<file path="config.mk">
export PLATFORM = sky130hd
export DESIGN_NAME = vfifo_mem_arbiter_flat
export DESIGN_NICKNAME = d
export VERILOG_FILES = /design/src/rtl/vfifo_arb_pkg.sv /design/src/rtl/vfifo_mem_arbiter_if.sv /design/src/rtl/vfifo_mem_arbiter_rr_arbiter.sv /design/src/rtl/vfifo_mem_arbiter.sv /design/src/flat_wrapper.sv
export SDC_FILE = /design/constraint.sdc
export NUM_CORES = 1
export LEC_CHECK = 0
export ABC_AREA = 0
export CAP_MARGIN = 30
export CORE_AREA = 2 2 208 210
export DETAILED_ROUTE_END_ITERATION = 12
export DIE_AREA = 0 0 210 212
export PLACE_DENSITY = 0.48
export SETUP_SLACK_MARGIN = 0.2
export SYNTH_ARGS = -nofsm -noshare
export SYNTH_HDL_FRONTEND = slang
export SYNTH_SLANG_ARGS = --single-unit
</file>
<file path="constraint.sdc">
create_clock -name aclk -period 1.7 [get_ports aclk]
set_input_delay 0.425 -clock aclk [delete_from_list [all_inputs] [get_ports aclk]]
set_output_delay 0.425 -clock aclk [all_outputs]
set_load 0.05 [all_outputs]
</file>
<file path="src/rtl/vfifo_arb_pkg.sv">
// Shared types and helpers for the virtual-FIFO memory-port arbiter.
package vfifo_arb_pkg;

    typedef enum logic [1:0] {
        W_IDLE = 2'd0,
        W_ADDR = 2'd1,
        W_DATA = 2'd2
    } wr_state_t;

    typedef enum logic {
        R_IDLE = 1'b0,
        R_ADDR = 1'b1
    } rd_state_t;

    localparam logic [1:0]  AXI_BURST_INCR = 2'b01;
    localparam int unsigned AXI_ID_W       = 4;

    function automatic logic [2:0] axi_size(input int unsigned bytes);
        return 3'($clog2(bytes));
    endfunction

endpackage

</file>
<file path="src/rtl/vfifo_mem_arbiter_if.sv">
// Requester-side and memory-side AXI4 signals of the arbiter in one bundle.
interface vfifo_mem_arbiter_if #(
    parameter int unsigned NUM_PORTS   = 2,
    parameter int unsigned TDATA_BYTES = 8,
    parameter int unsigned ADDR_WIDTH  = 12
);
    import vfifo_arb_pkg::*;

    localparam int unsigned PORT_BITS = $clog2(NUM_PORTS);
    localparam int unsigned DATA_W    = 8 * TDATA_BYTES;
    localparam int unsigned MEM_AW    = ADDR_WIDTH + PORT_BITS;

    logic [NUM_PORTS-1:0]                  s_awvalid, s_awready;
    logic [NUM_PORTS-1:0][ADDR_WIDTH-1:0]  s_awaddr;
    logic [NUM_PORTS-1:0][7:0]             s_awlen;
    logic [NUM_PORTS-1:0]                  s_wvalid, s_wready, s_wlast;
    logic [NUM_PORTS-1:0][DATA_W-1:0]      s_wdata;
    logic [NUM_PORTS-1:0][TDATA_BYTES-1:0] s_wstrb;
    logic [NUM_PORTS-1:0]                  s_bvalid, s_bready;
    logic [NUM_PORTS-1:0][1:0]             s_bresp;
    logic [NUM_PORTS-1:0]                  s_arvalid, s_arready;
    logic [NUM_PORTS-1:0][ADDR_WIDTH-1:0]  s_araddr;
    logic [NUM_PORTS-1:0][7:0]             s_arlen;
    logic [NUM_PORTS-1:0]                  s_rvalid, s_rready;
    logic [DATA_W-1:0]                     s_rdata;
    logic [1:0]                            s_rresp;
    logic                                  s_rlast;

    logic                   mem_awvalid, mem_awready;
    logic [MEM_AW-1:0]      mem_awaddr;
    logic [7:0]             mem_awlen;
    logic [2:0]             mem_awsize;
    logic [1:0]             mem_awburst;
    logic [AXI_ID_W-1:0]    mem_awid;
    logic                   mem_wvalid, mem_wready, mem_wlast;
    logic [DATA_W-1:0]      mem_wdata;
    logic [TDATA_BYTES-1:0] mem_wstrb;
    logic                   mem_bvalid, mem_bready;
    logic [AXI_ID_W-1:0]    mem_bid;
    logic [1:0]             mem_bresp;
    logic                   mem_arvalid, mem_arready;
    logic [MEM_AW-1:0]      mem_araddr;
    logic [7:0]             mem_arlen;
    logic [2:0]             mem_arsize;
    logic [1:0]             mem_arburst;
    logic [AXI_ID_W-1:0]    mem_arid;
    logic                   mem_rvalid, mem_rready, mem_rlast;
    logic [DATA_W-1:0]      mem_rdata;
    logic [AXI_ID_W-1:0]    mem_rid;
    logic [1:0]             mem_rresp;

    // Arbiter view: slave to the requesters, master to the memory.
    modport slave (
        input  s_awvalid, s_awaddr, s_awlen, s_wvalid, s_wdata, s_wstrb, s_wlast,
               s_bready, s_arvalid, s_araddr, s_arlen, s_rready,
               mem_awready, mem_wready, mem_bvalid, mem_bid, mem_bresp,
               mem_arready, mem_rvalid, mem_rdata, mem_rid, mem_rresp, mem_rlast,
        output s_awready, s_wready, s_bvalid, s_bresp, s_arready, s_rvalid,
               s_rdata, s_rresp, s_rlast,
               mem_awvalid, mem_awaddr, mem_awlen, mem_awsize, mem_awburst, mem_awid,
               mem_wvalid, mem_wdata, mem_wstrb, mem_wlast, mem_bready,
               mem_arvalid, mem_araddr, mem_arlen, mem_arsize, mem_arburst, mem_arid,
               mem_rready
    );

    // Environment view: requesters plus memory controller.
    modport master (
        output s_awvalid, s_awaddr, s_awlen, s_wvalid, s_wdata, s_wstrb, s_wlast,
               s_bready, s_arvalid, s_araddr, s_arlen, s_rready,
               mem_awready, mem_wready, mem_bvalid, mem_bid, mem_bresp,
               mem_arready, mem_rvalid, mem_rdata, mem_rid, mem_rresp, mem_rlast,
        input  s_awready, s_wready, s_bvalid, s_bresp, s_arready, s_rvalid,
               s_rdata, s_rresp, s_rlast,
               mem_awvalid, mem_awaddr, mem_awlen, mem_awsize, mem_awburst, mem_awid,
               mem_wvalid, mem_wdata, mem_wstrb, mem_wlast, mem_bready,
               mem_arvalid, mem_araddr, mem_arlen, mem_arsize, mem_arburst, mem_arid,
               mem_rready
    );

endinterface

</file>
<file path="src/rtl/vfifo_mem_arbiter_rr_arbiter.sv">
// Combinational round-robin pick: lowest index at or after prio (wrapping) wins.
module rr_arbiter #(
    parameter int unsigned N = 2
) (
    input  logic [N-1:0]         req,
    input  logic [$clog2(N)-1:0] prio,
    output logic [$clog2(N)-1:0] grant_idx,
    output logic                 grant_valid
);
    localparam int unsigned PW = $clog2(N);

    int unsigned   idx;
    logic [PW-1:0] idx_t;

    always_comb begin
        grant_idx   = '0;
        grant_valid = 1'b0;
        idx         = 0;
        idx_t       = '0;
        for (int unsigned off = 0; off < N; off++) begin
            idx = 32'(prio) + off;
            if (idx >= N) begin
                idx = idx - N;
            end
            idx_t = PW'(idx);
            if (!grant_valid && req[idx_t]) begin
                grant_idx   = idx_t;
                grant_valid = 1'b1;
            end
        end
    end

endmodule

</file>
<file path="src/rtl/vfifo_mem_arbiter.sv">
// Shares one AXI4 memory port among NUM_PORTS virtual FIFOs; each port owns
// the address region selected by its index in the top address bits.
module vfifo_mem_arbiter
    import vfifo_arb_pkg::*;
#(
    parameter int unsigned NUM_PORTS   = 2,
    parameter int unsigned TDATA_BYTES = 8,
    parameter int unsigned ADDR_WIDTH  = 12
) (
    input  logic                aclk,
    input  logic                aresetn,
    vfifo_mem_arbiter_if.slave  bus
);
    localparam int unsigned PORT_BITS = $clog2(NUM_PORTS);
    localparam int unsigned MEM_AW    = ADDR_WIDTH + PORT_BITS;
    localparam int unsigned ID_CMP_W  = AXI_ID_W + 1;
    localparam logic [ID_CMP_W-1:0] NUM_IDS = ID_CMP_W'(NUM_PORTS);

    function automatic logic [PORT_BITS-1:0] next_port(input logic [PORT_BITS-1:0] p);
        return (p == PORT_BITS'(NUM_PORTS - 1)) ? '0 : p + PORT_BITS'(1);
    endfunction

    wr_state_t             wr_state, wr_state_n;
    rd_state_t             rd_state, rd_state_n;
    logic [PORT_BITS-1:0]  wr_grant, wr_grant_n, wr_prio, wr_prio_n;
    logic [PORT_BITS-1:0]  rd_grant, rd_grant_n, rd_prio, rd_prio_n;
    logic [MEM_AW-1:0]     aw_addr_q, aw_addr_n, ar_addr_q, ar_addr_n;
    logic [7:0]            aw_len_q, aw_len_n, ar_len_q, ar_len_n;
    logic [PORT_BITS-1:0]  aw_idx, ar_idx;
    logic                  aw_any, ar_any;

    rr_arbiter #(.N(NUM_PORTS)) u_aw_arb (
        .req(bus.s_awvalid), .prio(wr_prio), .grant_idx(aw_idx), .grant_valid(aw_any)
    );

    rr_arbiter #(.N(NUM_PORTS)) u_ar_arb (
        .req(bus.s_arvalid), .prio(rd_prio), .grant_idx(ar_idx), .grant_valid(ar_any)
    );

    always_ff @(posedge aclk or negedge aresetn) begin
        if (!aresetn) begin
            wr_state  <= W_IDLE;
            wr_grant  <= '0;
            wr_prio   <= '0;
            aw_addr_q <= '0;
            aw_len_q  <= '0;
            rd_state  <= R_IDLE;
            rd_grant  <= '0;
            rd_prio   <= '0;
            ar_addr_q <= '0;
            ar_len_q  <= '0;
        end else begin
            wr_state  <= wr_state_n;
            wr_grant  <= wr_grant_n;
            wr_prio   <= wr_prio_n;
            aw_addr_q <= aw_addr_n;
            aw_len_q  <= aw_len_n;
            rd_state  <= rd_state_n;
            rd_grant  <= rd_grant_n;
            rd_prio   <= rd_prio_n;
            ar_addr_q <= ar_addr_n;
            ar_len_q  <= ar_len_n;
        end
    end

    // Write side: the W channel stays locked to the granted port until wlast.
    always_comb begin
        wr_state_n      = wr_state;
        wr_grant_n      = wr_grant;
        wr_prio_n       = wr_prio;
        aw_addr_n       = aw_addr_q;
        aw_len_n        = aw_len_q;
        bus.mem_awvalid = 1'b0;
        bus.s_awready   = '0;
        bus.s_wready    = '0;
        bus.mem_wvalid  = 1'b0;
        bus.mem_wdata   = '0;
        bus.mem_wstrb   = '0;
        bus.mem_wlast   = 1'b0;
        case (wr_state)
            W_IDLE: begin
                if (aw_any) begin
                    wr_grant_n = aw_idx;
                    aw_addr_n  = {aw_idx, bus.s_awaddr[aw_idx]};
                    aw_len_n   = bus.s_awlen[aw_idx];
                    wr_state_n = W_ADDR;
                end
            end
            W_ADDR: begin
                bus.mem_awvalid = 1'b1;
                if (bus.mem_awready) begin
                    bus.s_awready[wr_grant] = 1'b1;
                    wr_state_n              = W_DATA;
                end
            end
            W_DATA: begin
                bus.mem_wvalid         = bus.s_wvalid[wr_grant];
                bus.mem_wdata          = bus.s_wdata[wr_grant];
                bus.mem_wstrb          = bus.s_wstrb[wr_grant];
                bus.mem_wlast          = bus.s_wlast[wr_grant];
                bus.s_wready[wr_grant] = bus.mem_wready;
                if (bus.s_wvalid[wr_grant] && bus.mem_wready && bus.s_wlast[wr_grant]) begin
                    wr_prio_n  = next_port(wr_grant);
                    wr_state_n = W_IDLE;
                end
            end
            default: wr_state_n = W_IDLE;
        endcase
    end

    // Read side: only the AR channel is arbitrated; R returns by ID.
    always_comb begin
        rd_state_n      = rd_state;
        rd_grant_n      = rd_grant;
        rd_prio_n       = rd_prio;
        ar_addr_n       = ar_addr_q;
        ar_len_n        = ar_len_q;
        bus.mem_arvalid = 1'b0;
        bus.s_arready   = '0;
        case (rd_state)
            R_IDLE: begin
                if (ar_any) begin
                    rd_grant_n = ar_idx;
                    ar_addr_n  = {ar_idx, bus.s_araddr[ar_idx]};
                    ar_len_n   = bus.s_arlen[ar_idx];
                    rd_state_n = R_ADDR;
                end
            end
            R_ADDR: begin
                bus.mem_arvalid = 1'b1;
                if (bus.mem_arready) begin
                    bus.s_arready[rd_grant] = 1'b1;
                    rd_prio_n               = next_port(rd_grant);
                    rd_state_n              = R_IDLE;
                end
            end
            default: rd_state_n = R_IDLE;
        endcase
    end

    assign bus.mem_awaddr  = aw_addr_q;
    assign bus.mem_awlen   = aw_len_q;
    assign bus.mem_awsize  = axi_size(TDATA_BYTES);
    assign bus.mem_awburst = AXI_BURST_INCR;
    assign bus.mem_awid    = AXI_ID_W'(wr_grant);
    assign bus.mem_araddr  = ar_addr_q;
    assign bus.mem_arlen   = ar_len_q;
    assign bus.mem_arsize  = axi_size(TDATA_BYTES);
    assign bus.mem_arburst = AXI_BURST_INCR;
    assign bus.mem_arid    = AXI_ID_W'(rd_grant);

    // Response routing; an out-of-range ID is swallowed so the memory never hangs.
    always_comb begin
        bus.s_bvalid   = '0;
        bus.mem_bready = 1'b1;
        if ({1'b0, bus.mem_bid} < NUM_IDS) begin
            bus.s_bvalid[bus.mem_bid[PORT_BITS-1:0]] = bus.mem_bvalid;
            bus.mem_bready = bus.s_bready[bus.mem_bid[PORT_BITS-1:0]];
        end
    end

    always_comb begin
        bus.s_rvalid   = '0;
        bus.mem_rready = 1'b1;
        if ({1'b0, bus.mem_rid} < NUM_IDS) begin
            bus.s_rvalid[bus.mem_rid[PORT_BITS-1:0]] = bus.mem_rvalid;
            bus.mem_rready = bus.s_rready[bus.mem_rid[PORT_BITS-1:0]];
        end
    end

    assign bus.s_bresp = {NUM_PORTS{bus.mem_bresp}};
    assign bus.s_rdata = bus.mem_rdata;
    assign bus.s_rresp = bus.mem_rresp;
    assign bus.s_rlast = bus.mem_rlast;

endmodule

</file>
<file path="src/flat_wrapper.sv">
// flat-port wrapper written by rule: the top's interface ports become plain ports
module vfifo_mem_arbiter_flat import vfifo_arb_pkg::*;
#(
    parameter int unsigned NUM_PORTS   = 2,
    parameter int unsigned TDATA_BYTES = 8,
    parameter int unsigned ADDR_WIDTH  = 12
)
  (aclk, aresetn, bus_s_awvalid, bus_s_awaddr, bus_s_awlen, bus_s_wvalid, bus_s_wdata, bus_s_wstrb, bus_s_wlast, bus_s_bready, bus_s_arvalid, bus_s_araddr, bus_s_arlen, bus_s_rready, bus_mem_awready, bus_mem_wready, bus_mem_bvalid, bus_mem_bid, bus_mem_bresp, bus_mem_arready, bus_mem_rvalid, bus_mem_rdata, bus_mem_rid, bus_mem_rresp, bus_mem_rlast, bus_s_awready, bus_s_wready, bus_s_bvalid, bus_s_bresp, bus_s_arready, bus_s_rvalid, bus_s_rdata, bus_s_rresp, bus_s_rlast, bus_mem_awvalid, bus_mem_awaddr, bus_mem_awlen, bus_mem_awsize, bus_mem_awburst, bus_mem_awid, bus_mem_wvalid, bus_mem_wdata, bus_mem_wstrb, bus_mem_wlast, bus_mem_bready, bus_mem_arvalid, bus_mem_araddr, bus_mem_arlen, bus_mem_arsize, bus_mem_arburst, bus_mem_arid, bus_mem_rready);
  vfifo_mem_arbiter_if #(.NUM_PORTS(NUM_PORTS), .TDATA_BYTES(TDATA_BYTES), .ADDR_WIDTH(ADDR_WIDTH)) bus_i ();
  input  logic aclk;
  input  logic aresetn;
  input wire logic [$bits(bus_i.s_awvalid)-1:0] bus_s_awvalid;
  input wire logic [$bits(bus_i.s_awaddr)-1:0] bus_s_awaddr;
  input wire logic [$bits(bus_i.s_awlen)-1:0] bus_s_awlen;
  input wire logic [$bits(bus_i.s_wvalid)-1:0] bus_s_wvalid;
  input wire logic [$bits(bus_i.s_wdata)-1:0] bus_s_wdata;
  input wire logic [$bits(bus_i.s_wstrb)-1:0] bus_s_wstrb;
  input wire logic [$bits(bus_i.s_wlast)-1:0] bus_s_wlast;
  input wire logic [$bits(bus_i.s_bready)-1:0] bus_s_bready;
  input wire logic [$bits(bus_i.s_arvalid)-1:0] bus_s_arvalid;
  input wire logic [$bits(bus_i.s_araddr)-1:0] bus_s_araddr;
  input wire logic [$bits(bus_i.s_arlen)-1:0] bus_s_arlen;
  input wire logic [$bits(bus_i.s_rready)-1:0] bus_s_rready;
  input wire logic [$bits(bus_i.mem_awready)-1:0] bus_mem_awready;
  input wire logic [$bits(bus_i.mem_wready)-1:0] bus_mem_wready;
  input wire logic [$bits(bus_i.mem_bvalid)-1:0] bus_mem_bvalid;
  input wire logic [$bits(bus_i.mem_bid)-1:0] bus_mem_bid;
  input wire logic [$bits(bus_i.mem_bresp)-1:0] bus_mem_bresp;
  input wire logic [$bits(bus_i.mem_arready)-1:0] bus_mem_arready;
  input wire logic [$bits(bus_i.mem_rvalid)-1:0] bus_mem_rvalid;
  input wire logic [$bits(bus_i.mem_rdata)-1:0] bus_mem_rdata;
  input wire logic [$bits(bus_i.mem_rid)-1:0] bus_mem_rid;
  input wire logic [$bits(bus_i.mem_rresp)-1:0] bus_mem_rresp;
  input wire logic [$bits(bus_i.mem_rlast)-1:0] bus_mem_rlast;
  output wire logic [$bits(bus_i.s_awready)-1:0] bus_s_awready;
  output wire logic [$bits(bus_i.s_wready)-1:0] bus_s_wready;
  output wire logic [$bits(bus_i.s_bvalid)-1:0] bus_s_bvalid;
  output wire logic [$bits(bus_i.s_bresp)-1:0] bus_s_bresp;
  output wire logic [$bits(bus_i.s_arready)-1:0] bus_s_arready;
  output wire logic [$bits(bus_i.s_rvalid)-1:0] bus_s_rvalid;
  output wire logic [$bits(bus_i.s_rdata)-1:0] bus_s_rdata;
  output wire logic [$bits(bus_i.s_rresp)-1:0] bus_s_rresp;
  output wire logic [$bits(bus_i.s_rlast)-1:0] bus_s_rlast;
  output wire logic [$bits(bus_i.mem_awvalid)-1:0] bus_mem_awvalid;
  output wire logic [$bits(bus_i.mem_awaddr)-1:0] bus_mem_awaddr;
  output wire logic [$bits(bus_i.mem_awlen)-1:0] bus_mem_awlen;
  output wire logic [$bits(bus_i.mem_awsize)-1:0] bus_mem_awsize;
  output wire logic [$bits(bus_i.mem_awburst)-1:0] bus_mem_awburst;
  output wire logic [$bits(bus_i.mem_awid)-1:0] bus_mem_awid;
  output wire logic [$bits(bus_i.mem_wvalid)-1:0] bus_mem_wvalid;
  output wire logic [$bits(bus_i.mem_wdata)-1:0] bus_mem_wdata;
  output wire logic [$bits(bus_i.mem_wstrb)-1:0] bus_mem_wstrb;
  output wire logic [$bits(bus_i.mem_wlast)-1:0] bus_mem_wlast;
  output wire logic [$bits(bus_i.mem_bready)-1:0] bus_mem_bready;
  output wire logic [$bits(bus_i.mem_arvalid)-1:0] bus_mem_arvalid;
  output wire logic [$bits(bus_i.mem_araddr)-1:0] bus_mem_araddr;
  output wire logic [$bits(bus_i.mem_arlen)-1:0] bus_mem_arlen;
  output wire logic [$bits(bus_i.mem_arsize)-1:0] bus_mem_arsize;
  output wire logic [$bits(bus_i.mem_arburst)-1:0] bus_mem_arburst;
  output wire logic [$bits(bus_i.mem_arid)-1:0] bus_mem_arid;
  output wire logic [$bits(bus_i.mem_rready)-1:0] bus_mem_rready;
  assign bus_i.s_awvalid = bus_s_awvalid;
  assign bus_i.s_awaddr = bus_s_awaddr;
  assign bus_i.s_awlen = bus_s_awlen;
  assign bus_i.s_wvalid = bus_s_wvalid;
  assign bus_i.s_wdata = bus_s_wdata;
  assign bus_i.s_wstrb = bus_s_wstrb;
  assign bus_i.s_wlast = bus_s_wlast;
  assign bus_i.s_bready = bus_s_bready;
  assign bus_i.s_arvalid = bus_s_arvalid;
  assign bus_i.s_araddr = bus_s_araddr;
  assign bus_i.s_arlen = bus_s_arlen;
  assign bus_i.s_rready = bus_s_rready;
  assign bus_i.mem_awready = bus_mem_awready;
  assign bus_i.mem_wready = bus_mem_wready;
  assign bus_i.mem_bvalid = bus_mem_bvalid;
  assign bus_i.mem_bid = bus_mem_bid;
  assign bus_i.mem_bresp = bus_mem_bresp;
  assign bus_i.mem_arready = bus_mem_arready;
  assign bus_i.mem_rvalid = bus_mem_rvalid;
  assign bus_i.mem_rdata = bus_mem_rdata;
  assign bus_i.mem_rid = bus_mem_rid;
  assign bus_i.mem_rresp = bus_mem_rresp;
  assign bus_i.mem_rlast = bus_mem_rlast;
  assign bus_s_awready = bus_i.s_awready;
  assign bus_s_wready = bus_i.s_wready;
  assign bus_s_bvalid = bus_i.s_bvalid;
  assign bus_s_bresp = bus_i.s_bresp;
  assign bus_s_arready = bus_i.s_arready;
  assign bus_s_rvalid = bus_i.s_rvalid;
  assign bus_s_rdata = bus_i.s_rdata;
  assign bus_s_rresp = bus_i.s_rresp;
  assign bus_s_rlast = bus_i.s_rlast;
  assign bus_mem_awvalid = bus_i.mem_awvalid;
  assign bus_mem_awaddr = bus_i.mem_awaddr;
  assign bus_mem_awlen = bus_i.mem_awlen;
  assign bus_mem_awsize = bus_i.mem_awsize;
  assign bus_mem_awburst = bus_i.mem_awburst;
  assign bus_mem_awid = bus_i.mem_awid;
  assign bus_mem_wvalid = bus_i.mem_wvalid;
  assign bus_mem_wdata = bus_i.mem_wdata;
  assign bus_mem_wstrb = bus_i.mem_wstrb;
  assign bus_mem_wlast = bus_i.mem_wlast;
  assign bus_mem_bready = bus_i.mem_bready;
  assign bus_mem_arvalid = bus_i.mem_arvalid;
  assign bus_mem_araddr = bus_i.mem_araddr;
  assign bus_mem_arlen = bus_i.mem_arlen;
  assign bus_mem_arsize = bus_i.mem_arsize;
  assign bus_mem_arburst = bus_i.mem_arburst;
  assign bus_mem_arid = bus_i.mem_arid;
  assign bus_mem_rready = bus_i.mem_rready;
  vfifo_mem_arbiter #(.NUM_PORTS(NUM_PORTS), .TDATA_BYTES(TDATA_BYTES), .ADDR_WIDTH(ADDR_WIDTH)) u_core (.aclk(aclk), .aresetn(aresetn), .bus(bus_i));
endmodule
</file>
# Word-level counts from Yosys, hierarchy flattened
# Index checks and enable logic that the tools add are counted.
# op_classes
n_addsub,8
multipliers,0
div_mod_pow,0
order_cmp,20
eq_ne,5
n_shift,0
n_mux,72
bitwise,4
reduce_logical,16
# op_table
operator,n
64-bit two-way mux,3
8-bit two-way mux,7
12-bit two-way mux,4
1-bit two-way mux,42
1-bit by 2-bit < comparator with 1-bit output (second input constant),10
2-bit two-way mux,10
1-bit logical AND,8
4-bit by 2-bit < comparator with 1-bit output (second input constant),2
2-bit AND reduction,4
2-bit AND,3
2-bit case mux with 3 select lines,1
1-bit by 1-bit adder with 2-bit output (second input constant),2
1-bit demux with 1-bit select,4
1-bit greater-or-equal comparator (second input constant),4
1-bit by 2-bit greater-or-equal comparator with 1-bit output (second input constant),2
2-bit greater-or-equal comparator (second input constant),2
2-bit by 1-bit inequality test with 1-bit output (second input constant),2
1-bit subtractor (second input constant),4
3-bit AND reduction,1
1-bit adder (second input constant),2
2-bit by 1-bit equality test with 1-bit output (second input constant),1
2-bit equality test (second input constant),1
1-bit logical NOT,2
2-bit logical NOT,1
3 further kinds,3
# word_totals
reg_bits,49
latch_bits,0
ramBits,0
rom_bits,0
inputBits,320
output_inout_bits,219
elab_cells,135
memories,0

# Longest topological paths before layout
# logic_depth
depth_word,10
mapped_depth,5

# Modules after synthesis
# A second synthesis with hierarchy kept.
# unflattened
hier_cells,486
area_unflattened_um2,4092.7
# modules_own_cells
module,instances,cells_per_inst,area_each_um2
vfifo_mem_arbiter,1,480,4057.6
rr_arbiter,2,3,17.5

# Worst setup path after synthesis
# Ideal clock, no wire load.
# synth_path
path_type,reg-to-output
start,register u_core.wr_state[1]
end,output bus_s_awready[0]
t_arrival_ps,2026
required_ps,1275
slack_ps,-751
path_stages_with_launch,4
path_buffers,0
cell_sequence,dfrtp_1 > nor2b_1 > nand2_1 > nor2_1
# synth_between
elab_chain_len,2
# synth_lines
item,line_no,rtl
start: declaration,vfifo_mem_arbiter.sv:23,"wr_state_t wr_state, wr_state_n;"
start signal: assignment,vfifo_mem_arbiter.sv:53,wr_state <= wr_state_n;
2-bit by 1-bit equality test with 1-bit output,vfifo_mem_arbiter.sv:80,case (wr_state)
2-bit two-way mux,vfifo_mem_arbiter.sv:80,
end: declaration,flat_wrapper.sv:35,output wire logic [$bits(bus_i.s_awready)-1:0] bus_s_awready;
# Every way passes these cells.

# Worst setup path after layout
# layout_path
start,register u_core.wr_grant
end,output bus_mem_wdata[43]
# layout_between
elab_chain_len,3
# layout_lines
item,line_no,rtl
start: declaration,vfifo_mem_arbiter.sv:25,"logic [PORT_BITS-1:0] wr_grant, wr_grant_n, wr_prio, wr_prio_n;"
start signal: assignment,vfifo_mem_arbiter.sv:54,wr_grant <= wr_grant_n;
64-bit two-way mux (implied by the code) (2 in a row),vfifo_mem_arbiter.sv:98,bus.mem_wdata = bus.s_wdata[wr_grant];
64-bit two-way mux,vfifo_mem_arbiter.sv:80,
end: declaration,flat_wrapper.sv:51,output wire logic [$bits(bus_i.mem_wdata)-1:0] bus_mem_wdata;
# Every way passes these cells. The select of a mux whose other input is x is not followed.

==> flow_summary.yaml <==
place:
  place_ws_ns: -0.271
  dp_hpwl_um: 20000
  gp_congestion: 0.705
  portBuffers: 382
floorplan:
  pin_count: 539
  num_rows: 76
  die_h_um: 212
  coreArea_um2: 42500
  initial_core_util_pct: 9.93
  die_w_um: 210
  dieArea_um2: 44500
synth:
  synth_seq_area_share_pct: 27.9
  synth_cells: 522
  ys.flop_type: "dfrtp_1"
  synth_top_cell_by_area: "dfrtp_1"
  synth_top_area_share_pct: 27.9
  syn-cell-area_um2: 4220
  synth_cell_types: 32
  synth_edf_count: 0
  ys.warnings.count: 0
  ys_ff_latch: 47
  postSynthAreaPerCell_um2: 8.08
  yosysMostFrequentCell: "buf_4"
  synthArstFlopShare_pct: 100
  ys_top_cells_by_count: "buf_4, nor2_1, mux2i_1"
  synthTopCellsByArea: "dfrtp_1, mux2i_1, buf_4"
critical_path:
  worstPathRequired_ns: 1.27
  max_stage_delay_ns: 0.53
  critical_path_arrival_ns: 1.71
  worstSetupEndpointType: "primary output"
  r2r_cells: 7
  rr_startpoint: "u_core.wr_state[0]$_DFFE_PN0P_"
  worstReg2RegEnd: "u_core.bus.mem_awlen[0]$_DFFE_PN0P_"
  crit_path_max_fanout: 7
  startpoint_type: "register"
  rrSetupSlack_ns: 0.29
  path_delay_family: "buffers and inverters"
  crit_chain: "buf_12, buf_16, buf_8, mux2i_4, nor2_4, buf_12"
  cp_common_cell: "buf_12"
  slowest_stage: "dfrtp_4"
  path_buf_inv: 4
  path_class: "reg2out"
timing:
  hold_violations: 0
  setup_viol: 81
  drv_slew: 0
  rsz0062_at_grt: "yes"
  fin_crit_ns: 2.13
  fin_ws_ns: -0.434
  skew_ns: 0.0119
  finalCritPeriodShare_pct: 126
  fmax_mhz: 469
layout:
  multiInputGateArea_um2: 3580
  drive_gt1_share_pct: 46.4
  ff_latch_area_um2: 1180
  fillers: 4394
  num-nets-final: 1199
  syn_to_final_growth_pct: 165
power:
  pwr_density_cell_nw_per_um2: 1450
  leakagePower_nw: 4.10
  irDropWorstVdd_uv: 671
  total_power_mw: 16.2
routing:
  drt-initial-drc-count: 167
  ant_nets: 0
  vias: 5217
  drc: 0
  wirelength_um: 25100
  avgViaCountPerCell: 3.66
  first_pass_iters: 4
  post_drt_wl_per_cell_um: 17.6
global_routing:
  antenna_found_initial: 1
  grt_max_degree: 28
  grt_pass1_wl_um: 34100
  grt_pass1_vias: 5463
  grt_use_total_pct: 10.2
  gr-total-overflow: 0
run:
  maxCapViolCount: 0
cts:
  ctsHoldBuffers: 0
  cts.clk_slew.worst_paths_ns: 0.08
  cts_tree: "built"
  htreeDepth: 2
  clk_latency_ns: 0.30
  clock_sinks: 47
  cts_buffer_depth: 2
  cts_made_buffers: 5
  cts-root-buf: "clkbuf_16"
min_path:
  hold_path.class: "in2async"
status:
  status: "finished, violations left"
  violations: "setup timing"
==> worst register-to-register path: stages (launching register included) <==
cell	delay, ns
dfrtp_1	0.39
buf_6	0.12
buf_6	0.10
buf_6	0.10
nor2_4	0.09
buf_12	0.14
and2_4	0.24
a31oi_1	0.10
==> state kept, by name (all words and copies together) (netlist names) <==
signal / count
u_core.wr_prio: 1
u_core.rd_state: 1
u_core.bus.mem_araddr: 13
u_core.wr_grant: 1
u_core.bus.mem_awaddr: 12
u_core.bus.mem_awlen: 8
u_core.rd_prio: 1
u_core.wr_state: 2
u_core.bus.mem_arlen: 8
==> repair_timing <==
item / in CTS / in global routing
gates resized for setup: 214 / 47
gates cloned: 1 / 4
setup buffers: 8 / 2
endpoints found under the setup margin: 89 / 126
pin swaps: 39 / 12
==> report_power, final <==
part | internal (mW) | total, mW | switching [mW]
Clock | 0.630 | 1.12 | 0.490
Sequential | 1.55 | 1.91 | 0.357
Combinational | 6.17 | 13.2 | 7.01
Total | 8.35 | 16.2 | 7.86
==> kinds of logic (layout without fill, tap and decap cells) <==
family,count (synthesis),in the layout,synth area share (%)
buffers and inverters,138,479,22.0
AO/OA/AOI/OAI,130,130,18.8
AND/OR/NAND/NOR,129,132,13.1
multiplexers,76,76,18.0
flip-flops,47,47,27.9
other,2,17,0.178
==> cell usage in the layout, fill, tap and decap left out, types with 4 or more instances in the layout <==
cell             count
buf_8               14
buf_12              93
a21oi_1             22
a31oi_1             40
mux2i_2             21
buf_4               69
and2_4               4
dfrtp_1             45
dlygate4sd2_1        6
nand3_1             22
nor2_4              78
buf_6               42
mux2i_4             50
clkbuf_16            6
mux2i_1              5
conb_1              16
o21ai_0             40
clkdlybuf4s50_1    230
buf_2                5
nor2_2               4
a2bb2oi_1           20
==> worst max-delay path by stage <==
stage                                startpoint           endpoint  depth (start not counted)
finish              u_core.wr_grant$_DFFE_PN0P_  bus_mem_wdata[43]                          6
detailed placement               bus_mem_bid[2]    bus_s_bvalid[0]                          5
global route        u_core.wr_grant$_DFFE_PN0P_  bus_mem_wdata[32]                          6
floorplan           u_core.wr_grant$_DFFE_PN0P_  bus_mem_wdata[36]                          5
global placement                 bus_mem_bid[1]    bus_s_bvalid[0]                          5
CTS                 u_core.wr_grant$_DFFE_PN0P_  bus_mem_wdata[43]                          6
==> per-layer routing <==
| metal | track usage, % | wire [um] |
|---|---|---|
| met1 | 11.0 | 9360 |
| met3 | 3.90 | 2410 |
| met5 | 0 | 0 |
| met4 | 1.91 | 304 |
| met2 | 18.9 | 13000 |
==> layout make-up <==
class,instances,area share [%]
repair buffers,467,49.8
multi-input cells,354,32.0
flip-flops and latches,47,10.5
well taps,546,6.10
clock buffers,8,1.40
inverters,4,0.134
diodes,1,0.0224
==> through the flow <==
step                      hold WS, ns  TNS, ns  instances  instance area [um2]  utilization, %
after floorplan                 0.129        0        536                 4930               -
after global placement          0.445    -7.38       1403                 9820            23.1
after detailed placement        0.451    -8.95       1403                 9820            23.1
after CTS                       0.118   -29.65       1420                10900            25.7
after global routing            0.145   -31.67       1427                11200            26.3
final                           0.118   -26.91       1427                11200            26.3
No activity file was read; power rests on OpenSTA's default activity.
